[config.mk]
export PLATFORM = sky130hd
export DESIGN_NAME = lsq_mem_ctrl
export DESIGN_NICKNAME = d
export VERILOG_FILES = /design/src/rtl/lsq_mem_ctrl_pkg.sv /design/src/rtl/lsq_mem_ctrl_load_align.sv /design/src/rtl/lsq_mem_ctrl.sv
export SDC_FILE = /design/constraint.sdc
export NUM_CORES = 1
export LEC_CHECK = 0
export CAP_MARGIN = 25
export CORE_UTILIZATION = 35
export CTS_BUF_LIST = sky130_fd_sc_hd__clkbuf_8
export CTS_CLUSTER_DIAMETER = 200
export DETAILED_ROUTE_END_ITERATION = 12
export MAX_ROUTING_LAYER = met4
export SLEW_MARGIN = 20
export SYNTH_ARGS = -nofsm -noshare
export SYNTH_HDL_FRONTEND = slang
export SYNTH_HIERARCHICAL = 1
export SYNTH_SLANG_ARGS = --single-unit
[constraint.sdc]
create_clock -name clk -period 2.6 [get_ports clk]
set_input_delay 0.65 -clock clk [delete_from_list [all_inputs] [get_ports clk]]
set_output_delay 0.65 -clock clk [all_outputs]
set_load 0.01 [all_outputs]
[src/rtl/lsq_mem_ctrl_pkg.sv]
// Shared types and helpers for the LSQ memory-side responder.
package lsq_mem_ctrl_pkg;

    typedef enum logic [1:0] {
        IDLE,
        XFER,
        DRAIN,
        RESP
    } state_t;

    localparam logic [1:0] SZ_B = 2'b00;
    localparam logic [1:0] SZ_H = 2'b01;
    localparam logic [1:0] SZ_W = 2'b10;

    // Number of memory bytes touched by an access; 0 for the illegal size.
    function automatic logic [2:0] size_to_bytes(input logic [1:0] size);
        case (size)
            SZ_B:    size_to_bytes = 3'd1;
            SZ_H:    size_to_bytes = 3'd2;
            SZ_W:    size_to_bytes = 3'd4;
            default: size_to_bytes = 3'd0;
        endcase
    endfunction

    // Natural alignment check; the illegal size is reported as misaligned.
    function automatic logic is_misaligned(input logic [1:0] size, input logic [1:0] addr_lo);
        case (size)
            SZ_B:    is_misaligned = 1'b0;
            SZ_H:    is_misaligned = addr_lo[0];
            SZ_W:    is_misaligned = (addr_lo != 2'b00);
            default: is_misaligned = 1'b1;
        endcase
    endfunction

endpackage

[src/rtl/lsq_mem_ctrl_load_align.sv]
// Sign/zero extension of an assembled little-endian load value.
module load_align
    import lsq_mem_ctrl_pkg::*;
(
    input  logic [31:0] assembled,
    input  logic [1:0]  size,
    input  logic        is_unsigned,
    output logic [31:0] result
);

    // Extend from bit 7 or 15 unless unsigned; words pass straight through.
    always_comb begin
        result = assembled;
        case (size)
            SZ_B:    result = {{24{~is_unsigned & assembled[7]}}, assembled[7:0]};
            SZ_H:    result = {{16{~is_unsigned & assembled[15]}}, assembled[15:0]};
            default: result = assembled;
        endcase
    end

endmodule

[src/rtl/lsq_mem_ctrl.sv]
// LSQ memory responder: serialises one load/store into byte accesses on an
// 8-bit single-port memory and returns one response per request.
module lsq_mem_ctrl
    import lsq_mem_ctrl_pkg::*;
#(
    parameter int MEM_ADDR_WIDTH = 20,
    parameter int DATA_WIDTH     = 32,
    parameter int TAG_WIDTH      = 6
) (
    input  logic                      clk,
    input  logic                      rst,
    input  logic                      req_valid,
    output logic                      req_ready,
    input  logic                      req_we,
    input  logic [1:0]                req_size,
    input  logic                      req_unsigned,
    input  logic [31:0]               req_addr,
    input  logic [DATA_WIDTH-1:0]     req_wdata,
    input  logic [TAG_WIDTH-1:0]      req_tag,
    output logic                      resp_valid,
    output logic [DATA_WIDTH-1:0]     resp_data,
    output logic [TAG_WIDTH-1:0]      resp_tag,
    output logic                      resp_is_store,
    output logic                      resp_err,
    output logic                      mem_re,
    output logic                      mem_wr,
    output logic [MEM_ADDR_WIDTH-1:0] mem_address,
    output logic [7:0]                mem_wdata,
    input  logic [7:0]                mem_rdata
);

    state_t                    state_reg, state_next;
    logic                      we_reg, unsigned_reg, err_reg;
    logic [1:0]                size_reg, last_reg;
    logic [1:0]                cnt_reg, cnt_next;
    logic [MEM_ADDR_WIDTH-1:0] base_reg;
    logic [DATA_WIDTH-1:0]     wdata_reg;
    logic [TAG_WIDTH-1:0]      tag_reg;
    logic [31:0]               assembled;
    logic [31:0]               load_result;
    logic                      accept;
    logic                      cap_en;
    logic [1:0]                cap_idx;
    logic                      unused_addr_bits;

    // Only the low MEM_ADDR_WIDTH address bits reach the memory.
    assign unused_addr_bits = &{1'b0, req_addr[31:MEM_ADDR_WIDTH]};

    assign accept = req_valid && req_ready;

    // A read byte arrives one cycle after its strobe, so lane cnt-1 is
    // captured while strobe cnt is issued; DRAIN picks up the final lane.
    assign cap_en  = (state_reg == XFER && !we_reg && cnt_reg != 2'd0) || (state_reg == DRAIN);
    assign cap_idx = (state_reg == DRAIN) ? last_reg : cnt_reg - 2'd1;

    // State register; reset aborts any transfer in flight without a response.
    always_ff @(posedge clk or negedge rst) begin
        if (!rst) begin
            state_reg <= IDLE;
            cnt_reg   <= 2'd0;
        end else begin
            state_reg <= state_next;
            cnt_reg   <= cnt_next;
        end
    end

    // Latch the request fields at the accept edge.
    always_ff @(posedge clk or negedge rst) begin
        if (!rst) begin
            we_reg       <= 1'b0;
            unsigned_reg <= 1'b0;
            err_reg      <= 1'b0;
            size_reg     <= 2'b00;
            last_reg     <= 2'd0;
            base_reg     <= '0;
            wdata_reg    <= '0;
            tag_reg      <= '0;
        end else if (accept) begin
            we_reg       <= req_we;
            unsigned_reg <= req_unsigned;
            err_reg      <= is_misaligned(req_size, req_addr[1:0]);
            size_reg     <= req_size;
            last_reg     <= 2'(size_to_bytes(req_size) - 3'd1);
            base_reg     <= req_addr[MEM_ADDR_WIDTH-1:0];
            wdata_reg    <= req_wdata;
            tag_reg      <= req_tag;
        end
    end

    // One assembly lane per byte of the load result.
    genvar gi;
    generate
        for (gi = 0; gi < 4; gi++) begin : g_lane
            logic [7:0] lane_reg;

            // Clear on accept so short loads start from a clean assembly.
            always_ff @(posedge clk or negedge rst) begin
                if (!rst) begin
                    lane_reg <= 8'h00;
                end else if (accept) begin
                    lane_reg <= 8'h00;
                end else if (cap_en && cap_idx == 2'(gi)) begin
                    lane_reg <= mem_rdata;
                end
            end

            assign assembled[8*gi +: 8] = lane_reg;
        end
    endgenerate

    load_align u_load_align (
        .assembled   (assembled),
        .size        (size_reg),
        .is_unsigned (unsigned_reg),
        .result      (load_result)
    );

    // Next-state, byte counter and all outputs, decoded from the current state.
    always_comb begin
        state_next    = state_reg;
        cnt_next      = 2'd0;
        req_ready     = 1'b0;
        mem_re        = 1'b0;
        mem_wr        = 1'b0;
        mem_address   = '0;
        mem_wdata     = 8'h00;
        resp_valid    = 1'b0;
        resp_data     = '0;
        resp_tag      = '0;
        resp_is_store = 1'b0;
        resp_err      = 1'b0;
        case (state_reg)
            IDLE: begin
                req_ready = rst;
                if (accept) begin
                    state_next = is_misaligned(req_size, req_addr[1:0]) ? RESP : XFER;
                end
            end
            XFER: begin
                mem_re      = !we_reg;
                mem_wr      = we_reg;
                mem_address = base_reg + MEM_ADDR_WIDTH'(cnt_reg);
                if (we_reg) begin
                    mem_wdata = wdata_reg[{cnt_reg, 3'b000} +: 8];
                end
                if (cnt_reg == last_reg) begin
                    state_next = we_reg ? RESP : DRAIN;
                end else begin
                    cnt_next = cnt_reg + 2'd1;
                end
            end
            DRAIN: begin
                state_next = RESP;
            end
            RESP: begin
                resp_valid    = 1'b1;
                resp_tag      = tag_reg;
                resp_is_store = we_reg;
                resp_err      = err_reg;
                if (!we_reg && !err_reg) begin
                    resp_data = DATA_WIDTH'(load_result);
                end
                state_next = IDLE;
            end
            default: state_next = IDLE;
        endcase
    end

endmodule

==> run_results.csv, run 1 <==
group,metric,value,unit
clock_tree,cts-hold-fix-buffers,0,
run_status,status,"finished with violations",
yosys,synth_nets,758,
setup_path,worstSetupEndpointType,"primary output",
detailed_routing,avgRoutedWirePerCell,14.2,microns
timing,finClkSkew,0.0122,ns
floorplan,die_w,127,microns
floorplan,start_util,36.1,%
detailed_routing,drt_iter0_markers,234,
timing,relSlewSlack,55.0,%
global_routing,grt_pass1_wl,24.3,mm
setup_path,worst_ep_required_time,1.95,ns
detailed_routing,ant_nets,0,
finish,final_cells,1043,
finish,post-route-util,50.0,%
finish,nets,922,
yosys,synthCells,664,
setup_path,critPathArrivalTime,2.31,ns
yosys,async_flop_share,100,%
floorplan,fp.dieArea,16200,sq um
global_routing,antenna_found_initial,0,
global_routing,grt_pass1_vias,4991,
detailed_routing,vias_per_cell,4.79,
finish,n_fill_cell,1474,
timing,fin_crit_sh,114,%
power,cellPowerDensity,983,nW/um^2
timing,worst_slack,-0.363,ns
power,ir_drop,0.000368,V
finish,area_delta_synth_final,38.7,%
detailed_routing,firstDrtPassIters,4,
clock_tree,cts_htree_levels,3,
floorplan,die_h,127,microns
clock_tree,cts.path.max_buffers,2,
setup_path,critPathLaunchType,"flop",
global_routing,gr-usage-all-layers,19.3,%
timing,period_needed,2.96,ns
setup_path,cp_max_fo,6,
placement,place_area,7360,sq um
floorplan,rows,45,
clock_tree,clock_sinks,101,
finish,regArea,2530,sq um
yosys,synth_edf_count,0,
yosys,synth_ff_type,"dfrtp_1",
timing,worst_pin_slew,0.675,ns
placement,gp_congestion,0.836,
placement,port_buffers,144,
timing,hold_violations,0,
yosys,synth.avg_cell_area,8.29,sq um
run,cap_violations,0,
detailed_routing,routed_wl,14.8,mm
timing,setup_viol,17,
yosys,synth_cell_type_count,50,
global_routing,grt_overflow,0,
clock_tree,clk_latency,0.37,ns
clock_tree,path_clk_slew,0.10,ns
placement,dp_slack,-0.427,ns
finish,drive_gt1_share,20.6,%
finish,final_area,7640,sq um
clock_tree,cts_root_buf,"clkbuf_8",
yosys,ys_seq_elements,101,
clock_tree,cts_tree,"done",
finish,n_antenna_cell,0,
min_path,hp-class,"input pin to asynchronous set/reset pin",
finish,multiInputGateArea,2840,sq um
yosys,synth_warnings,6,
timing,slew_violations,0,
power,leakagePower,3.62,nW
timing,fmax,337,MHz
detailed_routing,drc,0,
floorplan,design.core.area,15300,sq um
finish,layout_common_cells,"nand2_1, dfrtp_1, clkdlybuf4s50_1, and2_1, o21ai_0",
detailed_routing,num_vias,4992,
placement,placed_cells,1016,
floorplan,io_pins,157,
run_status,violations,"setup timing",
yosys,yosysSeqAreaShare,45.9,%
timing,rsz0062_at_grt,"yes",
placement,dp_hpwl,10.5,mm
global_routing,grt_max_degree,52,
finish,final_common_cell,"nand2_1",
setup_path,crit_type,"flop to primary output",
yosys,syn_area,5510,sq um
clock_tree,numCtsBuffers,9,
-- kinds of logic after synthesis --
family	count (synthesis)	share of synthesized area (%)
multiplexers	13	4.27
AND/OR/NAND/NOR	381	31.2
AO/OA/AOI/OAI	88	9.16
XOR/XNOR	11	1.75
adder cells (fa/ha/maj)	9	2.18
flip-flops	101	45.9
buffers and inverters	61	5.52
-- final cells by class --
| class | instances | area share, % |
|---|---|---|
| Timing Repair Buffer | 203 | 23.1 |
| Inverter | 11 | 0.541 |
| Tap cell | 211 | 3.46 |
| Clock inverter | 4 | 0.721 |
| Multi-Input combinational cell | 502 | 37.1 |
| Clock buffer | 11 | 1.98 |
| Sequential cell | 101 | 33.1 |
-- worst max-delay path, cell delays in order, from the launching register on --
cell and delay [ns]:
dfrtp_1 0.44, ha_4 0.29, a21oi_4 0.04, or4_4 0.45
or3_4 0.41, mux2i_1 0.16, buf_2 0.15
-- power by group --
part	switching, W	total, W	internal (W)
sequential	0.000496	0.00281	0.00232
combinational	0.00187	0.00364	0.00177
clock	0.000554	0.00105	0.000500
-- cells in the mapped netlist (2+ instances only) --
library cell,n,area (sq um)
a21oi_1,9,45.0
and2_1,54,338
buf_1,3,11.3
buf_2,5,25.0
buf_4,10,75.1
buf_6,4,45.0
clkbuf_1,27,101
dfrtp_1,101,2530
ha_1,8,100
inv_1,10,37.5
mux2i_1,3,30.0
mux4_2,8,180
nand2_1,243,912
nand2b_1,3,18.8
nand3_1,39,195
nand4_1,3,18.8
nor2_1,14,52.6
nor3_1,6,30.0
o211ai_1,2,15.0
o21ai_0,48,240
o21ai_1,20,100
o22ai_2,2,25.0
or3_1,5,31.3
or4b_4,2,27.5
xnor2_1,10,87.6
-- metrics by stage --
step	hold WS [ns]	power (W)	setup TNS, ns
after floorplan	0.354	0.00490	0
after global routing	0.428	0.00814	-4.44
after CTS	0.402	0.00756	-3.36
final	0.402	0.00751	-2.58
after global placement	0.453	0.00625	-2.64
after detailed placement	0.459	0.00638	-2.87
-- final timing paths --
check	endpoint	slack, ns	from	depth (start not counted)
hold / removal	wdata_reg[15]$_DFFE_PN0P_	0.40	rst	2
hold reg to reg	tag_reg[4]$_DFFE_PN0P_	0.48	tag_reg[4]$_DFFE_PN0P_	2
max in group asynchronous	wdata_reg[10]$_DFFE_PN0P_	1.08	rst	3
setup / recovery	mem_address[19]	-0.36	cnt_reg[1]$_DFF_PN0_	6
setup reg to reg	g_lane[3].lane_reg[0]$_DFFE_PN0P_	0.28	cnt_reg[0]$_DFF_PN0_	7
min in group clk	tag_reg[4]$_DFFE_PN0P_	0.48	tag_reg[4]$_DFFE_PN0P_	2
-- per-layer routing --
layer,up-vias,track usage [%],routed length [microns]
met5,-,-,0
met4,0,3.92,92
met3,10,3.69,858
met2,153,31.4,7120
met1,2343,25.0,6770
li1,2486,-,-
-- what timing repair did --
item / 4_1_cts / 5_1_grt
setup endpoints to repair: 62 / 51
buffers inserted: 7 / 5
hold endpoints to repair: 0 / 0
resized for setup: 182 / 55
gates cloned: 1 / 0
pin swaps: 14 / 11
No activity file was read; power rests on OpenSTA's default activity.
==> run 2: changes to the inputs <==
- CAP_MARGIN: 25 -> 20
==> results of run 2 <==
Same layout as run 1: the final DEF is identical, and so are final timing and power.
==> run 3: changes to the inputs <==
--- a/config.mk
+++ b/config.mk
@@ -12,5 +12,5 @@
 export DETAILED_ROUTE_END_ITERATION = 12
 export MAX_ROUTING_LAYER = met4
-export SLEW_MARGIN = 20
+export SLEW_MARGIN = 10
 export SYNTH_ARGS = -nofsm -noshare
 export SYNTH_HDL_FRONTEND = slang
==> constraint.sdc (replaced) <==
create_clock -name clk -period 2.6 [get_ports clk]
set_input_delay 0.39 -clock clk [delete_from_list [all_inputs] [get_ports clk]]
set_output_delay 0.39 -clock clk [all_outputs]
set_load 0.01 [all_outputs]
==> run_results.csv, run 3 (synthesis results as in run 1) <==
group,metric,value,unit
finish,drive_gt1_share,13.6,%
detailed_routing,drt_iter0_markers,292,
setup_path,critPathLaunchType,"flop",
placement,dp_hpwl,10.4,mm
clock_tree,cts.path.max_buffers,2,
clock_tree,cts_tree,"done",
power,leakagePower,3.77,nW
setup_path,rrSetupSlack,0.20,ns
detailed_routing,num_vias,4959,
setup_path,cp_slowest_cell,"dfrtp_1",
finish,area_delta_synth_final,38.7,%
timing,worst_pin_slew,0.764,ns
power,clkPwrFrac,15.0,%
setup_path,critPathArrivalTime,2.30,ns
clock_tree,path_clk_slew,0.10,ns
detailed_routing,vias_per_cell,4.81,
detailed_routing,firstDrtPassIters,5,
global_routing,gr-usage-all-layers,18.9,%
run_status,status,"finished with violations",
timing,slew_violations,0,
global_routing,grt_overflow,0,
clock_tree,clock_sinks,101,
timing,setup_viol,3,
clock_tree,clk_latency,0.37,ns
timing,hold_violations,0,
setup_path,worstSetupEndpointType,"primary output",
timing,worst_slack,-0.0906,ns
setup_path,path_cells,"ha_4 -> fa_2 -> nand4_1 -> or3_4 -> or4_1 -> nand2_1 -> buf_2",
global_routing,antenna_found_initial,0,
setup_path,worstRegToRegCells,8,
power,seq_power_share,38.8,%
power,cellPowerDensity,959,nW/um^2
detailed_routing,avgRoutedWirePerCell,14.2,microns
setup_path,r2r-start,"cnt_reg[1]$_DFF_PN0_",
finish,n_antenna_cell,0,
setup_path,worst_ep_required_time,2.21,ns
timing,fin_crit_sh,103,%
finish,final_cells,1032,
floorplan,rows,45,
setup_path,slowest_delay,0.43,ns
floorplan,design.core.area,15300,sq um
min_path,hp-class,"input pin to asynchronous set/reset pin",
placement,gp_congestion,0.818,
run_status,violations,"setup timing",
detailed_routing,routed_wl,14.7,mm
finish,final_common_cell,"nand2_1",
power,ir_drop,0.000345,V
timing,fin_hold_ws,0.209,ns
timing,finClkSkew,0.0101,ns
global_routing,grt_max_degree,61,
placement,placed_cells,1009,
detailed_routing,ant_nets,0,
clock_tree,cts_root_buf,"clkbuf_8",
power,intPower,0.00450,W
detailed_routing,drc,0,
finish,nets,910,
floorplan,io_pins,157,
timing,fmax,372,MHz
timing,rsz0062_at_grt,"yes",
power,p_comb_share,46.3,%
finish,layout_common_cells,"nand2_1, clkdlybuf4s50_1, dfrtp_1, and2_1, o21ai_0",
floorplan,start_util,36.1,%
power,power_switching,0.00283,W
timing,relSlewSlack,49.1,%
run,cap_violations,0,
setup_path,reg2reg_to,"g_lane[3].lane_reg[4]$_DFFE_PN0P_",
placement,port_buffers,144,
global_routing,grt_pass1_wl,23.9,mm
floorplan,fp.dieArea,16200,sq um
timing,period_needed,2.69,ns
floorplan,die_h,127,microns
clock_tree,cts_htree_levels,3,
setup_path,crit_type,"flop to primary output",
power,sw_frac_of_total,38.6,%
global_routing,grt_pass1_vias,4854,
setup_path,cp_max_fo,2,
clock_tree,numCtsBuffers,9,
floorplan,die_w,127,microns
==> run 3: changes by cell type in the layout (fill, tap and decap cells not counted), sizes merged, moves of 5 or more <==
cell / change
buf: -26
clkbuf: -25
clkdlybuf4s15: -10
clkdlybuf4s50: +26
dlygate4sd2: +5
dlymetal6s2s: +16
==> run 3: how the worst max path moves through the flow <==
stage / start / endpoint / slack [ns] / cells past startpoint
4_1_cts: cnt_reg[0]$_DFF_PN0_ / mem_address[14] / -0.12 / 7
2_1_floorplan: cnt_reg[0]$_DFF_PN0_ / mem_address[14] / 0.29 / 6
3_3_place_gp: cnt_reg[1]$_DFF_PN0_ / mem_address[19] / -0.12 / 6
3_5_place_dp: cnt_reg[1]$_DFF_PN0_ / mem_address[19] / -0.13 / 6
5_1_grt: cnt_reg[0]$_DFF_PN0_ / mem_address[14] / -0.18 / 7
6_report: cnt_reg[0]$_DFF_PN0_ / mem_address[14] / -0.09 / 7
==> run 3: cell type report <==
type                            count  area, sq um
Fill cell                        1515         7620
Multi-Input combinational cell    502         2780
Sequential cell                   101         2530
Timing Repair Buffer              191         1810
Tap cell                          211          264
Clock buffer                        9          124
Clock inverter                      7         90.1
Inverter                           11         41.3
==> run 3: layer usage <==
layer | global-route usage [%] | share of wire (%)
met1 | 25.3 | 47
met2 | 30.2 | 47
met3 | 2.26 | 4.6
met4 | 5.60 | 0.88
met5 | - | 0
==> run 3: power groups by stage <==
stage / logic, W / registers [W] / clock network [W]
after floorplan: 0.00218 / 0.00273 / 0
after global placement: 0.00329 / 0.00281 / 0
after detailed placement: 0.00336 / 0.00286 / 0
after CTS: 0.00334 / 0.00284 / 0.00113
after global routing: 0.00382 / 0.00295 / 0.00120
final: 0.00339 / 0.00284 / 0.00110
==> run 3: timing repair <==
| action | in CTS | in global routing |
|---|---|---|
| cloned | 0 | 1 |
| buffers inserted | 2 | 4 |
| resized for setup | 59 | 38 |
| hold buffers | 0 | 0 |
| pin swaps | 5 | 11 |
| endpoints found under the setup margin | 28 | 51 |
==> run 3: critical path, delay by kind of cell (launching register included) <==
kind          cells  cell delay, ns
simple gates      4            1.00
flops             1            0.43
fa+ha+maj         2            0.38
buf+inv           1            0.13
==> run 3: metrics by stage <==
stage          area [sq um]  setup TNS (ns)  setup WS (ns)  utilization (%)  total power (W)
2_1_floorplan          5510               0          0.294                -          0.00490
3_3_place_gp           7270          -0.306         -0.121             47.7          0.00610
3_5_place_dp           7270          -0.397         -0.135             47.7          0.00622
4_1_cts                7510          -0.422         -0.124             49.2          0.00731
5_1_grt                7640          -0.876         -0.181             50.1          0.00796
6_report               7640          -0.171        -0.0906             50.1          0.00733
